**config.mk**
```make
export PLATFORM = sky130hd
export DESIGN_NAME = hall_call_tracker_flat
export DESIGN_NICKNAME = d
export VERILOG_FILES = /design/src/rtl/hall_call_if.sv /design/src/rtl/hall_call_tracker.sv /design/src/flat_wrapper.sv
export SDC_FILE = /design/constraint.sdc
export NUM_CORES = 1
export LEC_CHECK = 0
export ABC_AREA = 0
export CAP_MARGIN = 20
export CORE_AREA = 2 2 182 184
export CTS_CLUSTER_DIAMETER = 30
export DETAILED_ROUTE_END_ITERATION = 6
export DIE_AREA = 0 0 184 186
export MAX_ROUTING_LAYER = met4
export SYNTH_ARGS = -nofsm -noshare
export SYNTH_HDL_FRONTEND = slang
export SYNTH_SLANG_ARGS = --single-unit
```
**constraint.sdc**
```tcl
create_clock -name clk -period 6.3 [get_ports clk]
set_input_delay 0.945 -clock clk [delete_from_list [all_inputs] [get_ports clk]]
set_output_delay 0.945 -clock clk [all_outputs]
set_load 0.005 [all_outputs]
```
**src/rtl/hall_call_if.sv**
```systemverilog
// Dispatcher handshake bundle: one hall call offered at a time over valid/ready.
interface hall_call_if;
  logic       call_valid;
  logic [3:0] call_floor;
  logic       call_up;
  logic       call_ready;

  // The tracker offers calls; the dispatcher accepts them.
  modport master (output call_valid, output call_floor, output call_up, input call_ready);
  modport slave  (input call_valid, input call_floor, input call_up, output call_ready);
endinterface

```
**src/rtl/hall_call_tracker.sv**
```systemverilog
// Hall call tracker: latches spawned passengers into pending up/down hall calls,
// counts waiting people per floor, offers unassigned calls to the dispatcher one
// at a time (round-robin over entries floor*2+up) and clears calls on car arrival.
module hall_call_tracker #(
  parameter int NUM_FLOORS = 12,
  parameter int CNT_W      = 3
) (
  input  logic                          clk,
  input  logic                          rst,
  input  logic [1:0]                    simState,
  input  logic [NUM_FLOORS-1:0]         floorsRequested,
  input  logic [NUM_FLOORS-1:0]         floorDestinations,
  input  logic                          arrive_valid,
  input  logic [3:0]                    arrive_floor,
  input  logic                          arrive_up,
  hall_call_if.master                   call,
  output logic [NUM_FLOORS-1:0]         pending_up,
  output logic [NUM_FLOORS-1:0]         pending_down,
  output logic [NUM_FLOORS*CNT_W-1:0]   waitCount
);

  localparam logic [1:0] ST_START  = 2'd0;
  localparam logic [1:0] ST_SIM    = 2'd1;
  localparam logic [1:0] ST_PAUSE  = 2'd2;
  localparam logic [1:0] ST_ENDING = 2'd3;

  localparam int          NE   = 2 * NUM_FLOORS;
  localparam int          PW   = $clog2(NE);
  localparam logic [PW:0] NE_L = (PW+1)'(NE);

  logic [NUM_FLOORS-1:0] pend_up_q, pend_up_d;
  logic [NUM_FLOORS-1:0] pend_dn_q, pend_dn_d;
  logic [NUM_FLOORS-1:0] asg_up_q,  asg_up_d;
  logic [NUM_FLOORS-1:0] asg_dn_q,  asg_dn_d;
  logic [CNT_W-1:0]      cnt_q [NUM_FLOORS];
  logic [CNT_W-1:0]      cnt_d [NUM_FLOORS];
  logic [PW-1:0]         ptr_q, ptr_d;
  logic                  vld_q, vld_d;
  logic [3:0]            floor_q, floor_d;
  logic                  up_q, up_d;

  logic [NE-1:0]         elig;
  logic [PW:0]           cand;
  logic [PW:0]           nxt;
  logic                  found;
  logic                  arr_ok;

  // Next-state: handshake, then arrival, then dispatch search, then new requests.
  always_comb begin
    pend_up_d = pend_up_q;
    pend_dn_d = pend_dn_q;
    asg_up_d  = asg_up_q;
    asg_dn_d  = asg_dn_q;
    cnt_d     = cnt_q;
    ptr_d     = ptr_q;
    vld_d     = vld_q;
    floor_d   = floor_q;
    up_d      = up_q;
    elig      = '0;
    cand      = '0;
    nxt       = '0;
    found     = 1'b0;
    arr_ok    = arrive_valid && (int'(arrive_floor) < NUM_FLOORS);

    case (simState)
      ST_SIM, ST_PAUSE: begin
        // An accepted offer marks its entry assigned and empties the slice,
        // even while paused.
        if (vld_q && call.call_ready) begin
          if (up_q) asg_up_d[floor_q] = 1'b1;
          else      asg_dn_d[floor_q] = 1'b1;
          vld_d = 1'b0;
        end

        if (simState == ST_SIM) begin
          // Arrival clears the served direction; it also overrides a same-cycle
          // accept of the same entry because it clears the assigned bit afterwards.
          if (arr_ok) begin
            if (arrive_up) begin
              pend_up_d[arrive_floor] = 1'b0;
              asg_up_d[arrive_floor]  = 1'b0;
              if (!pend_dn_d[arrive_floor]) cnt_d[arrive_floor] = '0;
            end else begin
              pend_dn_d[arrive_floor] = 1'b0;
              asg_dn_d[arrive_floor]  = 1'b0;
              if (!pend_up_d[arrive_floor]) cnt_d[arrive_floor] = '0;
            end
            if (vld_q && (floor_q == arrive_floor) && (up_q == arrive_up)) vld_d = 1'b0;
          end

          // Search uses post-arrival state so a just-served call is never offered.
          if (!vld_q) begin
            for (int f = 0; f < NUM_FLOORS; f++) begin
              elig[2*f+1] = pend_up_d[f] & ~asg_up_d[f];
              elig[2*f]   = pend_dn_d[f] & ~asg_dn_d[f];
            end
            for (int k = 0; k < NE; k++) begin
              cand = {1'b0, ptr_q} + (PW+1)'(k);
              if (cand >= NE_L) cand = cand - NE_L;
              if (!found && elig[cand[PW-1:0]]) begin
                found   = 1'b1;
                vld_d   = 1'b1;
                floor_d = cand[PW-1:1];
                up_d    = cand[0];
                nxt     = cand + 1'b1;
                if (nxt == NE_L) nxt = '0;
                ptr_d   = nxt[PW-1:0];
              end
            end
          end

          // New spawns are applied last so they survive a same-cycle arrival.
          for (int i = 0; i < NUM_FLOORS; i++) begin
            if (floorsRequested[i]) begin
              if (floorDestinations[i]) pend_up_d[i] = 1'b1;
              else                      pend_dn_d[i] = 1'b1;
              if (cnt_d[i] != {CNT_W{1'b1}}) cnt_d[i] = cnt_d[i] + 1'b1;
            end
          end
        end
      end
      default: begin
        pend_up_d = '0;
        pend_dn_d = '0;
        asg_up_d  = '0;
        asg_dn_d  = '0;
        cnt_d     = '{default: '0};
        ptr_d     = '0;
        vld_d     = 1'b0;
        floor_d   = '0;
        up_d      = 1'b0;
      end
    endcase
  end

  // State registers with synchronous reset.
  always_ff @(posedge clk) begin
    if (rst) begin
      pend_up_q <= '0;
      pend_dn_q <= '0;
      asg_up_q  <= '0;
      asg_dn_q  <= '0;
      cnt_q     <= '{default: '0};
      ptr_q     <= '0;
      vld_q     <= 1'b0;
      floor_q   <= '0;
      up_q      <= 1'b0;
    end else begin
      pend_up_q <= pend_up_d;
      pend_dn_q <= pend_dn_d;
      asg_up_q  <= asg_up_d;
      asg_dn_q  <= asg_dn_d;
      cnt_q     <= cnt_d;
      ptr_q     <= ptr_d;
      vld_q     <= vld_d;
      floor_q   <= floor_d;
      up_q      <= up_d;
    end
  end

  assign call.call_valid = vld_q;
  assign call.call_floor = floor_q;
  assign call.call_up    = up_q;
  assign pending_up      = pend_up_q;
  assign pending_down    = pend_dn_q;

  for (genvar g = 0; g < NUM_FLOORS; g++) begin : g_wc
    assign waitCount[g*CNT_W +: CNT_W] = cnt_q[g];
  end

endmodule
```
**src/flat_wrapper.sv**
```systemverilog
// flat-port wrapper written by rule: the top's interface ports become plain ports
module hall_call_tracker_flat 
#(
  parameter int NUM_FLOORS = 12,
  parameter int CNT_W      = 3
)
  (clk, rst, simState, floorsRequested, floorDestinations, arrive_valid, arrive_floor, arrive_up, pending_up, pending_down, waitCount, call_call_valid, call_call_floor, call_call_up, call_call_ready);
  hall_call_if call_i ();
  input  logic clk;
  input  logic rst;
  input  logic [1:0] simState;
  input  logic [NUM_FLOORS-1:0] floorsRequested;
  input  logic [NUM_FLOORS-1:0] floorDestinations;
  input  logic arrive_valid;
  input  logic [3:0] arrive_floor;
  input  logic arrive_up;
  output logic [NUM_FLOORS-1:0] pending_up;
  output logic [NUM_FLOORS-1:0] pending_down;
  output logic [NUM_FLOORS*CNT_W-1:0] waitCount;
  output wire logic [$bits(call_i.call_valid)-1:0] call_call_valid;
  output wire logic [$bits(call_i.call_floor)-1:0] call_call_floor;
  output wire logic [$bits(call_i.call_up)-1:0] call_call_up;
  input wire logic [$bits(call_i.call_ready)-1:0] call_call_ready;
  assign call_call_valid = call_i.call_valid;
  assign call_call_floor = call_i.call_floor;
  assign call_call_up = call_i.call_up;
  assign call_i.call_ready = call_call_ready;
  hall_call_tracker #(.NUM_FLOORS(NUM_FLOORS), .CNT_W(CNT_W)) u_core (.clk(clk), .rst(rst), .simState(simState), .floorsRequested(floorsRequested), .floorDestinations(floorDestinations), .arrive_valid(arrive_valid), .arrive_floor(arrive_floor), .arrive_up(arrive_up), .call(call_i), .pending_up(pending_up), .pending_down(pending_down), .waitCount(waitCount));
endmodule
```
# Yosys cells after proc, flatten, opt, wreduce, memory -nomap -nowiden
# Index checks and enable logic that the tools add are counted.
dict set report word_totals {
  reg_bits 95
  inputBits 35
  out_inout_bits 66
  elab_cells 788
}
dict set report op_classes {
  addsub 83
  magnitude_cmp 55
  eq_ne 40
  muxes 473
  bitwise 60
  reduce_logical 57
}
# op n
set ops {}
lappend ops {{$mux W6} 96}
lappend ops {{$mux W12} 24}
lappend ops {{$mux W5} 48}
lappend ops {{$mux W1} 221}
lappend ops {{$mux W36} 6}
lappend ops {{$add A6 B1 Y6 const B} 24}
lappend ops {{$eq A6 B5 Y1 const B} 24}
lappend ops {{$lt A5 B6 Y1 const B} 24}
lappend ops {{$ge A6 B5 Y1 const B} 23}
lappend ops {{$sub A6 B5 Y6 const B} 23}
lappend ops {{$bmux W1 S5} 24}
lappend ops {{$mux W4} 24}
lappend ops {{$mux W3} 25}
lappend ops {{$add A5 B4 Y6 const B} 8}
lappend ops {{$add A5 B5 Y6 const B} 8}
lappend ops {{$and A12 B12 Y12} 4}
lappend ops {{$add A3 B1 Y3 const B} 12}
lappend ops {{$and A36 B36 Y36} 1}
lappend ops {{$ne A3 B3 Y1 const B} 12}
lappend ops {{$not A36 Y36} 1}
lappend ops {{$logic_and A1 B1 Y1} 30}
lappend ops {{$not A1 Y1} 26}
lappend ops {{$add A5 B3 Y6 const B} 4}
lappend ops {{$and A1 B1 Y1} 24}
lappend ops {{other kinds (22)} 52}

# Depth between registers and ports, before layout
# Gate-level depths: netlist of the first run.
dict set report depth {
  depth_word 158
  ltp_mapped 23
  depth_no_buf 19
}

# Worst setup path before layout of the first run
# OpenSTA, ideal clock, no wires.
dict set report synth_timing {
  path_type {flip-flop to flip-flop}
  start {register u_core.ptr_q[1]}
  end {register u_core.ptr_q[4]}
  setup_time_ns 0.126
  t_arrival_ns 4.977
  t_required_ns 6.174
  setup_slack_ns 1.197
  stages_incl_launch_ff 23
  synth_period_minus_slack_ns 5.103
  path_cell_list {dfxtp_1 buf_2 inv_1 clkbuf_1 ha_1 a21bo_2 clkbuf_1 xnor2_2 inv_1 ha_1 a21o_1 and2_1 nand3_1 nand2b_1 nand3_2 or4b_1 buf_2 or4_4 nor2_4 nor3_1 o21ai_0 and4_1 nor3_2}
}
dict set report synth_between {
  elab_chain_cells 147
  elab_cells_between_ends 451
  classes_between {add/sub: 71; order compare: 24; eq/ne: 24; mux: 284; reduce/logical: 48}
}
# element line_no
set synth_lines {}
lappend synth_lines {{from (decl)} hall_call_tracker.sv:37} ;# logic [PW-1:0] ptr_q, ptr_d;
lappend synth_lines {{from (signal assigned)} hall_call_tracker.sv:154} ;# ptr_q <= ptr_d;
lappend synth_lines {{branches (longest 147 deep; another with $add A5 B1 Y6)} n/a}
# Several ways; the timed one is not identified. The select of a mux whose other input is x is not followed.
# A chain may end at the register's enable or synchronous reset.

# Final worst setup path of the first run
dict set report layout_timing {
  start {register u_core.ptr_q[3]}
  end {register u_core.floor_q[3] (netlist: u_core.call.call_floor[3])}
}
dict set report layout_between {
  elab_chain_cells 147
  elab_cells_between_ends 379
  classes_between {add/sub: 47; order compare: 24; mux: 260; reduce/logical: 48}
}
# element line_no
set layout_lines {}
lappend layout_lines {{branches (longest 147 deep; another with $add A5 B1 Y6)} n/a}
lappend layout_lines {{to (signal assigned)} hall_call_tracker.sv:156} ;# floor_q <= floor_d;
lappend layout_lines {{to (decl)} hall_call_tracker.sv:39} ;# logic [3:0] floor_q, floor_d;
# Several ways; the timed one is not identified. The select of a mux whose other input is x is not followed.

==> results of run 1 <==
## state kept, by name, summed over array words and instances (netlist names)
| signal | cells |
|---|---|
| u_core.pending_up | 12 |
| u_core.call.call_floor | 4 |
| u_core.ptr_q | 5 |
| u_core.asg_up_q | 12 |
| u_core.asg_dn_q | 12 |
| u_core.call.call_valid | 1 |
| u_core.call.call_up | 1 |
| u_core.pending_down | 12 |
| u_core.waitCount | 36 |
## worst register-to-register path, cell delays in order, from the launching register on
cell	delay (ns)
dfxtp_1	0.67
ha_1	0.44
a21bo_2	0.21
nand2_1	0.12
ha_1	0.23
nor2b_1	0.16
or4b_2	0.61
o32a_1	0.21
nor3_1	0.53
o21ai_1	0.34
o211ai_1	0.26
nor2_2	0.14
and3_1	0.24
nand4_2	0.13
buf_12	0.22
a211oi_2	0.10
buf_4	0.16
nor4_1	0.62
o211ai_1	0.38
nand3_1	0.20
o211ai_1	0.10
## cell usage after synthesis, types with 9 or more instances
library cell	instances	area, um^2
nor3_1	67	335.3
a21o_1	20	150.1
and2_1	27	168.9
a221oi_1	13	113.9
o31ai_1	13	97.59
nand3b_1	18	135.1
o2111ai_1	17	148.9
a32oi_1	19	166.4
mux4_2	9	202.7
a211o_1	9	78.83
nand3_1	115	575.6
buf_2	29	145.1
or4_1	10	75.07
o21ai_0	140	700.7
a21oi_1	202	1011
or2_2	19	118.9
clkbuf_1	77	289.0
nand2_1	219	822.0
mux2i_1	20	200.2
o22ai_1	33	206.5
nor2b_1	53	331.6
nor4_1	25	156.4
o21ai_1	11	55.05
or3_1	16	100.1
a211oi_1	36	270.3
xnor2_1	59	516.8
a2111oi_0	13	113.9
nor2_1	201	754.5
o211ai_1	20	150.1
a22oi_1	33	247.7
a311oi_1	10	87.58
a221o_1	9	90.09
o21a_1	17	127.6
a31oi_1	22	137.6
dfxtp_1	95	1902
a21boi_0	9	67.56
nand4_1	26	162.7
xor2_1	17	148.9
nand2b_1	34	212.7
and3_1	13	81.33
inv_1	48	180.2
ha_1	56	700.7
## placed cells by master (no fill, tap or decap), types with 11 or more instances in the layout
cell,count
a2111oi_0,13
a211oi_1,35
a21o_1,20
a21oi_1,202
a221oi_1,13
a22oi_1,33
a31oi_1,22
a32oi_1,19
and2_1,27
and3_1,13
buf_4,208
clkdlybuf4s50_1,100
dfxtp_1,93
ha_1,55
inv_1,48
mux2i_1,20
nand2_1,219
nand2b_1,34
nand3_1,115
nand3b_1,18
nand4_1,26
nor2_1,201
nor2b_1,53
nor3_1,67
nor4_1,25
o2111ai_1,17
o211ai_1,20
o21a_1,17
o21ai_0,140
o21ai_1,11
o22ai_1,33
o31ai_1,13
or2_2,19
or3_1,16
xnor2_1,59
xor2_1,16
## report_power, final
part / leakage (nW) / total [mW] / internal (mW) / switching, mW
clock network: 0.143 / 0.626 / 0.315 / 0.311
registers: 0.768 / 0.696 / 0.624 / 0.0721
logic: 5.56 / 6.85 / 2.35 / 4.51
## kinds of logic after synthesis
kind of cell	after synthesis
fa+ha+maj	56
xor+xnor	78
flops	95
buf+inv	176
compound gates	761
simple gates	912
mux	34
## cell type report
class / instances / share of cell area, %
Clock inverter: 6 / 0.4533
Multi-Input combinational cell: 1841 / 67.73
Antenna cell: 1 / 0.01439
Tap cell: 408 / 2.936
Inverter: 54 / 1.166
Sequential cell: 95 / 10.95
Clock buffer: 9 / 1.295
Timing Repair Buffer: 315 / 15.46
## through the flow
stage,TNS (ns),area (um^2),power (mW)
global placement,-0.04157,17070,7.134
finish,0,17390,8.177
floorplan,0,14390,4.369
global route,0,17390,8.388
CTS,0,17380,7.787
detailed placement,0,17080,7.142
## per-layer routing
layer,up-vias,GRT usage [%],wire (um)
met5,-,-,0
met4,0,29.34,6181
met3,409,13.72,10210
met2,1412,71.67,34600
met1,9332,58.90,31560
li1,8453,-,-
## worst max path at each step
stage / slack, ns / end / startpoint / cells past startpoint
3_5_place_dp: 0.15 / u_core.ptr_q[1] / call_call_ready / 19
4_1_cts: 0.23 / u_core.ptr_q[1] / u_core.ptr_q[3] / 21
6_report: 0.10 / u_core.call.call_floor[3] / u_core.ptr_q[3] / 20
5_1_grt: 0.04 / u_core.ptr_q[1] / u_core.ptr_q[3] / 21
3_3_place_gp: -0.04 / u_core.ptr_q[1] / arrive_floor[1] / 17
2_1_floorplan: 1.20 / u_core.ptr_q[4] / u_core.ptr_q[1] / 22
## what timing repair did
item                                    in CTS  in global routing
hold buffers                                 0                  0
resized for setup                            0                  1
endpoints found under the setup margin       0                  1
setup buffers                                0                  0
==> qor.csv, run 1 <==
stage,metric,value,unit
outcome,status,finished with violations,
outcome,violations,design-rule violations,
floorplan,core,32210,um^2
timing,slew_headroom,32.10,%
clock_tree,cts.reportedPaths.clkPinSlew,0.10,ns
global_route,grt_max_degree,89,
setup_path,timing.reg2reg.setup_slack,0.10,ns
route,firstDrtPassIters,7,
floorplan,fp.dieW,184,um
synthesis,synth_area_per_cell,6.814,um^2
timing,hold_viol,0,
setup_path,critical_path.slowest_cell,dfxtp_1,
worst_hold_path,hold_class,reg -> reg,
synthesis,synth-xor-area-share,4.851,%
placement,portBuffers,100,
timing,rsz0062_at_grt,no,
synthesis,syn_area,14390,um^2
floorplan,start_util,44.69,%
synthesis,syn_nets,2203,
setup_path,crit_chain,ha_1 > a21bo_2 > nand2_1 > ha_1 > nor2b_1 > or4b_2 > o32a_1 > nor3_1 > o21ai_1 > o211ai_1 > nor2_2 > and3_1 > nand4_2 > buf_12 > a211oi_2 > buf_4 > nor4_1 > o211ai_1 > nand3_1 > o211ai_1,
timing,drv_slew,0,
setup_path,worst-path-buf-inv,2,
timing,tightest_slew,1.016,ns
worst_hold_path,min_from,u_core.asg_up_q[3],
setup_path,path_common_cell,o211ai_1,
clock_tree,clock-sinks,95,
floorplan,std_cell_rows,66,
synthesis,synth_adder_area_share,4.869,%
synthesis,ys_seq_elements,95,
setup_path,endpoint_kind,register,
synthesis,synth_cell_types,109,
global_route,grt_pass1_wl,118.6,mm
power,p_leak,6.469,nW
job,drv_cap,0,
setup_path,crit_required,6.56,ns
setup_path,crit_family,simple AND/OR/NAND/NOR gates,
timing,min_period_over_period,98.37,%
final_layout,multi_input_area,11780,um^2
clock_tree,max-clock-path-buffers,2,
synthesis,synth_ff_type,dfxtp_1,
synthesis,yosysWarnings,0,
route,drtIter0Drc,2816,
route,ant_nets,0,
timing,fin_hold_ws,0.4501,ns
worst_hold_path,holdPathStages,2,
synthesis,synthMuxAreaShare,3.191,%
final_layout,fin_util,53.99,%
floorplan,die-area,34220,um^2
setup_path,r2r-start,u_core.ptr_q[3],
power,ir_worst_vdd,333.5,uV
final_layout,area_growth,20.82,%
placement,hpwl,65.74,mm
timing,period_minus_slack,6.197,ns
timing,max_freq,0.1614,GHz
placement,pre_cts_slack,0.1496,ns
setup_path,cp.arrival,6.46,ns
setup_path,reg2regPathDepth,20,
worst_hold_path,holdPathEnd,u_core.asg_up_q[3],
timing,fin_ws,0.1025,ns
setup_path,path_class,reg -> reg,
route,vias,19610,
global_route,grt_pass1_vias,18010,
final_layout,drive_gt1_share,14.48,%
placement,gp_congestion,1.169,
floorplan,fp.dieH,186,um
timing,finalClockSkew,0.03293,ns
clock_tree,cts_tree,yes,
clock_tree,root_buffer,clkbuf_16,
synthesis,synth_compound_gate_area_share,35.65,%
floorplan,io_pins,101,
final_layout,seq_area,1904,um^2
global_route,antenna_found_initial,2,
route,drc,14,
route,drt-total-wl,82.55,mm
synthesis,synthArstFlopShare,0,%
setup_path,startpoint_type,register,
final_layout,n_fill_cell,3153,
clock_tree,insertion_delay,0.40,ns
placement,place_inst,2713,
synthesis,synth-edff-count,0,
route,routed_via_density,7.184,
power,cellPowerDensity,470.3,nW/um^2
clock_tree,numCtsBuffers,9,
final_layout,finalNonFillerCells,2729,
synthesis,synth-simple-area-share,33.16,%
global_route,grt-ovfl-total,0,
setup_path,cp_max_fo,40,
synthesis,synth_cells,2112,
synthesis,seq_area_frac_synth,13.22,%
setup_path,worstReg2RegEnd,u_core.call.call_floor[3],
route,wire_per_inst,30.25,um
synthesis,synth_top_family_by_area,compound AO/OA/AOI/OAI gates,
clock_tree,htreeDepth,3,
timing,setup_viol,0,
global_route,grt_usage,48.63,%
setup_path,cpPeakStageDelay,0.67,ns
final_layout,nNetsFinal,2407,
(Power assumes the default switching activity.)
==> run 2: changes to the inputs <==
Settings changed: CELL_PAD_IN_SITES_DETAIL_PLACEMENT from default to 1, CELL_PAD_IN_SITES_GLOBAL_PLACEMENT from default to 2, CORE_AREA 2 2 182 184 to 2 2 206 208, DIE_AREA 0 0 184 186 to 0 0 208 210, PLACE_DENSITY_LB_ADDON from default to 0.1.
==> run 2 against run 1 <==
Compared with the run above: the flow now finishes without violations; count of clock-buffer cells in the layout grew 1; register-to-register slack better by 0.29 ns; worst setup slack gained 0.29 ns; critical path type unchanged; largest cell class unchanged; highest routed layer unchanged.
==> qor.csv, run 2 (synthesis results as in run 1) <==
stage,metric,value,unit,change
clock_tree,clock-sinks,95,,unchanged
setup_path,timing.reg2reg.setup_slack,0.40,ns,was 0.10 ns
global_route,grt_usage,41.11,%,was 48.63%
route,drc,0,,was 14
power,power_frac_comb,83.6,%,was 83.8%
clock_tree,max-clock-path-buffers,2,,unchanged
final_layout,drive_gt1_share,13.01,%,was 14.48%
setup_path,reg2regPathDepth,16,,was 20
floorplan,fp.dieH,210,um,was 186 um
setup_path,path_class,reg -> reg,,unchanged
global_route,grt_pass1_vias,18860,,"was 18,010"
route,drtIter0Drc,1642,,"was 2,816"
floorplan,fp.dieW,208,um,was 184 um
global_route,grt_pass1_wl,129.8,mm,was 118.6 mm
timing,rsz0062_at_grt,no,,unchanged
route,wire_per_inst,31.71,um,was 30.25 um
global_route,grt-ovfl-total,0,,unchanged
timing,drv_slew,0,,unchanged
route,met1_length,35.73,mm,was 31.56 mm
floorplan,core,41480,um^2,"was 32,210 um^2"
route,drt-total-wl,89.53,mm,was 82.55 mm
clock_tree,insertion_delay,0.40,ns,about the same
power,power,7.960,mW,was 8.177 mW
clock_tree,cts_tree,yes,,unchanged
global_route,antenna_found_initial,1,,was 2
placement,gp_congestion,1.051,,was 1.169
final_layout,final_cell_mix,"nand2_1 (219), a21oi_1 (202), nor2_1 (201)",,"was nand2_1 (219), buf_4 (208), a21oi_1 (202)"
timing,slew_headroom,29.66,%,was 32.10%
clock_tree,cts_resized,0,,unchanged
setup_path,cp-endpoint,u_core.ptr_q[4],,was u_core.call.call_floor[3]
clock_tree,htreeDepth,3,,unchanged
power,ir_worst_vdd,233.0,uV,was 333.5 uV
placement,place_inst,2804,,"was 2,713"
global_route,grt_max_degree,89,,unchanged
power,p_int,3.138,mW,was 3.288 mW
route,ant_nets,0,,unchanged
route,dr_wl_met2,41.55,mm,was 34.60 mm
setup_path,cp.arrival,6.23,ns,was 6.46 ns
setup_path,critPathLaunch,u_core.ptr_q[1],,was u_core.ptr_q[3]
route,wl_met3,5.966,mm,was 10.21 mm
setup_path,endpoint_kind,register,,unchanged
floorplan,std_cell_rows,75,,was 66
timing,setup_viol,0,,unchanged
worst_hold_path,hold_class,reg -> reg,,unchanged
timing,fin_hold_ws,0.4683,ns,was 0.4501 ns
route,routed.top_layer,met4,,unchanged
timing,finalClockSkew,0.009363,ns,was 0.03293 ns
final_layout,finalNonFillerCells,2823,,"was 2,729"
final_layout,area_growth,19.82,%,was 20.82%
clock_tree,root_buffer,clkbuf_16,,unchanged
timing,hold_viol,0,,unchanged
outcome,status,completed,,was finished with violations
final_layout,nNetsFinal,2368,,"was 2,407"
route,vias,19060,,"was 19,610"
power,clkPwrFrac,7.5,%,was 7.7%
setup_path,startpoint_type,register,,unchanged
floorplan,start_util,34.70,%,was 44.69%
final_layout,fin_util,41.57,%,was 53.99%
clock_tree,ctsHoldBuffers,0,,unchanged
route,firstDrtPassIters,6,,was 7
timing,period_minus_slack,5.904,ns,was 6.197 ns
floorplan,io_pins,101,,unchanged
clock_tree,numCtsBuffers,9,,unchanged
floorplan,die-area,43680,um^2,"was 34,220 um^2"
timing,max_freq,0.1694,GHz,was 0.1614 GHz
clock_tree,post-cts-setup-buffers,0,,unchanged
power,pwr-share-seq,8.8,%,was 8.5%
timing,setup_tns,0,ns,unchanged
final_layout,largest_reg_flops,36,,unchanged
timing,tightest_slew,1.055,ns,was 1.016 ns
final_layout,layout_commonest_cell,nand2_1,,unchanged
power,p_leak,6.282,nW,was 6.469 nW
placement,portBuffers,100,,unchanged
setup_path,worstReg2RegEnd,u_core.ptr_q[4],,was u_core.call.call_floor[3]
setup_path,crit_required,6.63,ns,was 6.56 ns
power,cellPowerDensity,461.6,nW/um^2,was 470.3 nW/um^2
timing,min_period_over_period,93.71,%,was 98.37%
setup_path,r2r-start,u_core.ptr_q[1],,was u_core.ptr_q[3]
clock_tree,cts.reportedPaths.clkPinSlew,0.08,ns,was 0.10 ns
job,drv_cap,0,,unchanged
power,p_sw_share,60.57,%,was 59.79%
placement,hpwl,71.54,mm,was 65.74 mm
setup_path,cp_max_fo,14,,was 40
route,routed_via_density,6.752,,was 7.184
power,p_switching,4.822,mW,was 4.889 mW
-- run 2: worst max-delay path, stage by stage (launching register included) --
cell and delay, ns:
dfxtp_1 0.50, inv_1 0.18, ha_1 0.87, nand2b_1 0.53, nor2_1 0.24, nand3_1 0.17
o2111ai_1 0.15, or3_1 0.50, nand2_1 0.17, nand4_2 0.22, or3_1 0.55, or4_4 0.61
o221ai_1 0.24, a2111oi_1 0.13, a2111oi_2 0.49, nor4_1 0.12, nor3_2 0.15
-- run 2: worst min path at each step --
stage                             from                 end  slack, ns  cells past startpoint
floorplan           u_core.asg_up_q[3]  u_core.asg_up_q[3]       0.42                      2
global placement    u_core.asg_up_q[3]  u_core.asg_up_q[3]       0.44                      2
detailed placement  u_core.asg_up_q[3]  u_core.asg_up_q[3]       0.45                      2
CTS                 u_core.asg_up_q[3]  u_core.asg_up_q[3]       0.46                      2
global route        u_core.asg_up_q[3]  u_core.asg_up_q[3]       0.50                      2
finish              u_core.asg_up_q[3]  u_core.asg_up_q[3]       0.47                      2
-- run 2: final cells by class --
cell class	count	area, um^2
Inverter	54	202.7
Clock inverter	6	62.56
Timing Repair Buffer	276	2377
Fill cell	5282	24230
Tap cell	539	674.4
Multi-Input combinational cell	1841	11780
Sequential cell	95	1904
Antenna cell	2	5.005
Clock buffer	10	239.0
-- run 2: power groups by stage --
stage,logic (mW),clock network (mW),registers [mW]
after floorplan,3.70,0,0.668
after global placement,6.31,0,0.712
after detailed placement,6.39,0,0.713
after CTS,6.41,0.614,0.700
after global routing,6.96,0.633,0.705
final,6.66,0.600,0.703
-- run 2: metrics by stage --
stage,instance area (um^2),setup WS (ns)
after floorplan,14390,1.197
after global placement,16930,0.2008
after detailed placement,16930,0.09897
after CTS,17230,0.4854
after global routing,17240,0.2424
final,17240,0.3960
-- run 2: layer usage --
metal / global-route usage (%) / vias up
li1: - / 8378
met1: 48.80 / 9519
met2: 66.03 / 878
met3: 5.885 / 287
met4: 25.21 / 0
met5: - / -
==> run 3: changes to the inputs <==
Settings changed: CAP_MARGIN 20 to default, CTS_CLUSTER_DIAMETER 30 to 100.
==> run 3 against run 2 <==
Compared with the run above: first-iteration DRC count rose by 0.24%; critical path depth rose by 2; design area about the same; worst setup slack worse by 0.021 ns; flip-flop and latch count stayed put; sequential share of layout area is essentially flat; global-route usage unchanged; clock skew about the same; sequential power barely moved; fmax decreased by 0.36%; wire length shrank 0.14%; critical path type unchanged.
==> qor.csv, run 3 (synthesis results as in run 1) <==
stage,metric,value,unit,change
clock_tree,ctsHoldBuffers,0,,unchanged
clock_tree,cts.reportedPaths.clkPinSlew,0.08,ns,about the same
global_route,grt_pass1_wl,129.8,mm,unchanged
clock_tree,root_buffer,clkbuf_16,,unchanged
timing,slew_headroom,6.633,%,was 29.66%
route,drt-total-wl,89.40,mm,was 89.53 mm
floorplan,fp.dieH,210,um,unchanged
route,wl_met3,5.481,mm,was 5.966 mm
clock_tree,htreeDepth,3,,unchanged
route,drc,0,,unchanged
global_route,antenna_found_initial,1,,unchanged
placement,gp_congestion,1.051,,unchanged
final_layout,layout_commonest_cell,nand2_1,,unchanged
route,met1_length,36.01,mm,was 35.73 mm
power,p_leak,6.260,nW,was 6.282 nW
timing,tightest_slew,1.365,ns,was 1.055 ns
setup_path,endpoint_kind,register,,unchanged
final_layout,finalNonFillerCells,2822,,"was 2,823"
global_route,grt_usage,41.11,%,unchanged
global_route,grt_max_degree,89,,unchanged
final_layout,largest_reg_flops,36,,unchanged
route,ant_nets,0,,unchanged
worst_hold_path,hold_class,reg -> reg,,unchanged
global_route,grt_pass1_vias,18860,,unchanged
power,cellPowerDensity,461.1,nW/um^2,was 461.6 nW/um^2
timing,finalClockSkew,0.008936,ns,was 0.009363 ns
final_layout,drive_gt1_share,13.02,%,was 13.01%
clock_tree,numCtsBuffers,9,,unchanged
setup_path,timing.reg2reg.setup_slack,0.37,ns,was 0.40 ns
final_layout,area_growth,19.74,%,was 19.82%
route,drtIter0Drc,1646,,"was 1,642"
timing,hold_viol,0,,unchanged
global_route,grt-ovfl-total,0,,unchanged
clock_tree,insertion_delay,0.40,ns,about the same
setup_path,cp.arrival,6.20,ns,was 6.23 ns
route,firstDrtPassIters,5,,was 6
route,vias,19010,,"was 19,060"
clock_tree,cts_tree,yes,,unchanged
setup_path,worst-path-buf-inv,5,,was 1
setup_path,cp_max_fo,13,,was 14
timing,min_period_over_period,94.05,%,was 93.71%
setup_path,crit_required,6.58,ns,was 6.63 ns
final_layout,nNetsFinal,2367,,"was 2,368"
route,dr_wl_met2,41.65,mm,was 41.55 mm
floorplan,core,41480,um^2,unchanged
route,routed_via_density,6.737,,was 6.752
clock_tree,cts_resized,0,,unchanged
clock_tree,max-clock-path-buffers,2,,unchanged
route,wire_per_inst,31.68,um,was 31.71 um
power,ir_worst_vdd,227.8,uV,was 233.0 uV
clock_tree,clock-sinks,95,,unchanged
job,drv_cap,0,,unchanged
setup_path,crit_chain,inv_1 > ha_1 > xor2_2 > nand2_1 > o22ai_1 > nor4_1 > buf_4 > or3_1 > o21a_1 > buf_4 > nor3_1 > buf_4 > mux2_2 > a21oi_1 > buf_4 > a2111oi_2 > nor4_1 > nor3_2,,was inv_1 > ha_1 > nand2b_1 > nor2_1 > nand3_1 > o2111ai_1 > or3_1 > nand2_1 > nand4_2 > or3_1 > or4_4 > o221ai_1 > a2111oi_1 > a2111oi_2 > nor4_1 > nor3_2
outcome,status,completed,,unchanged
setup_path,path_common_cell,buf_4,,was or3_1
floorplan,fp.dieW,208,um,unchanged
timing,rsz0062_at_grt,no,,unchanged
setup_path,crit_family,simple AND/OR/NAND/NOR gates,,unchanged
placement,portBuffers,100,,unchanged
floorplan,std_cell_rows,75,,unchanged
floorplan,io_pins,101,,unchanged
route,routed.top_layer,met4,,unchanged
timing,max_freq,0.1688,GHz,was 0.1694 GHz
clock_tree,post-cts-setup-buffers,0,,unchanged
timing,drv_slew,0,,unchanged
timing,setup_viol,0,,unchanged
floorplan,start_util,34.70,%,unchanged
floorplan,die-area,43680,um^2,unchanged
timing,fin_ws,0.3750,ns,was 0.3960 ns
setup_path,cpPeakStageDelay,0.75,ns,was 0.87 ns
placement,place_inst,2804,,unchanged
setup_path,critical_path.slowest_cell,xor2_2,,was ha_1
placement,hpwl,71.54,mm,unchanged
final_layout,final_cell_mix,"nand2_1 (219), a21oi_1 (202), nor2_1 (201)",,unchanged
timing,setup_tns,0,ns,unchanged
placement,pre_cts_slack,0.09897,ns,unchanged
timing,period_minus_slack,5.925,ns,was 5.904 ns
setup_path,startpoint_type,register,,unchanged
setup_path,path_class,reg -> reg,,unchanged
-- run 3: cell types whose count changed in the layout (fill, tap and decap cells not counted) --
cell	before	now
dlymetal6s2s_1	1	0
-- run 3: metrics by stage --
step / hold slack [ns] / utilization [%] / area [um^2] / power [mW]
floorplan: 0.4238 / - / 14390 / 4.369
global placement: 0.4365 / 40.81 / 16930 / 7.025
detailed placement: 0.4500 / 40.81 / 16930 / 7.099
CTS: 0.4636 / 41.53 / 17230 / 7.728
global route: 0.4952 / 41.54 / 17230 / 8.301
finish: 0.4710 / 41.54 / 17230 / 7.945
-- run 3: worst min-delay path, cell delays in order, from the launching register on --
cell	delay [ns]
dfxtp_1	0.33
inv_1	0.05
a21oi_1	0.05
-- run 3: final cells by class --
cell class,instances,area [um^2]
clock buffers,10,239.0
well taps,539,674.4
clock inverters,6,62.56
diodes,2,5.005
repair buffers,275,2365
inverters,54,202.7
multi-input cells,1841,11780
flip-flops and latches,95,1904
fillers,5282,24250
-- run 3: path summary, 6_finish.rpt --
path,to,startpoint,cells past startpoint
worst min-delay path,u_core.asg_up_q[3],u_core.asg_up_q[3],2
worst max-delay path,u_core.ptr_q[4],u_core.ptr_q[1],18
worst max register to register,u_core.ptr_q[4],u_core.ptr_q[1],18
worst min register to register,u_core.asg_up_q[3],u_core.asg_up_q[3],2
-- run 3: power by group --
part | internal, mW | leakage [nW] | total [mW] | switching [mW]
clock | 0.289 | 0.148 | 0.597 | 0.309
sequential | 0.624 | 0.768 | 0.704 | 0.0797
combinational | 2.23 | 5.34 | 6.64 | 4.42
total | 3.14 | 6.26 | 7.95 | 4.81
-- run 3: routing by layer --
| metal | vias up | track usage (%) |
|---|---|---|
| met5 | - | - |
| met4 | 0 | 25.21 |
| met3 | 290 | 5.885 |
| met2 | 844 | 66.03 |
| met1 | 9505 | 48.80 |
| li1 | 8373 | - |
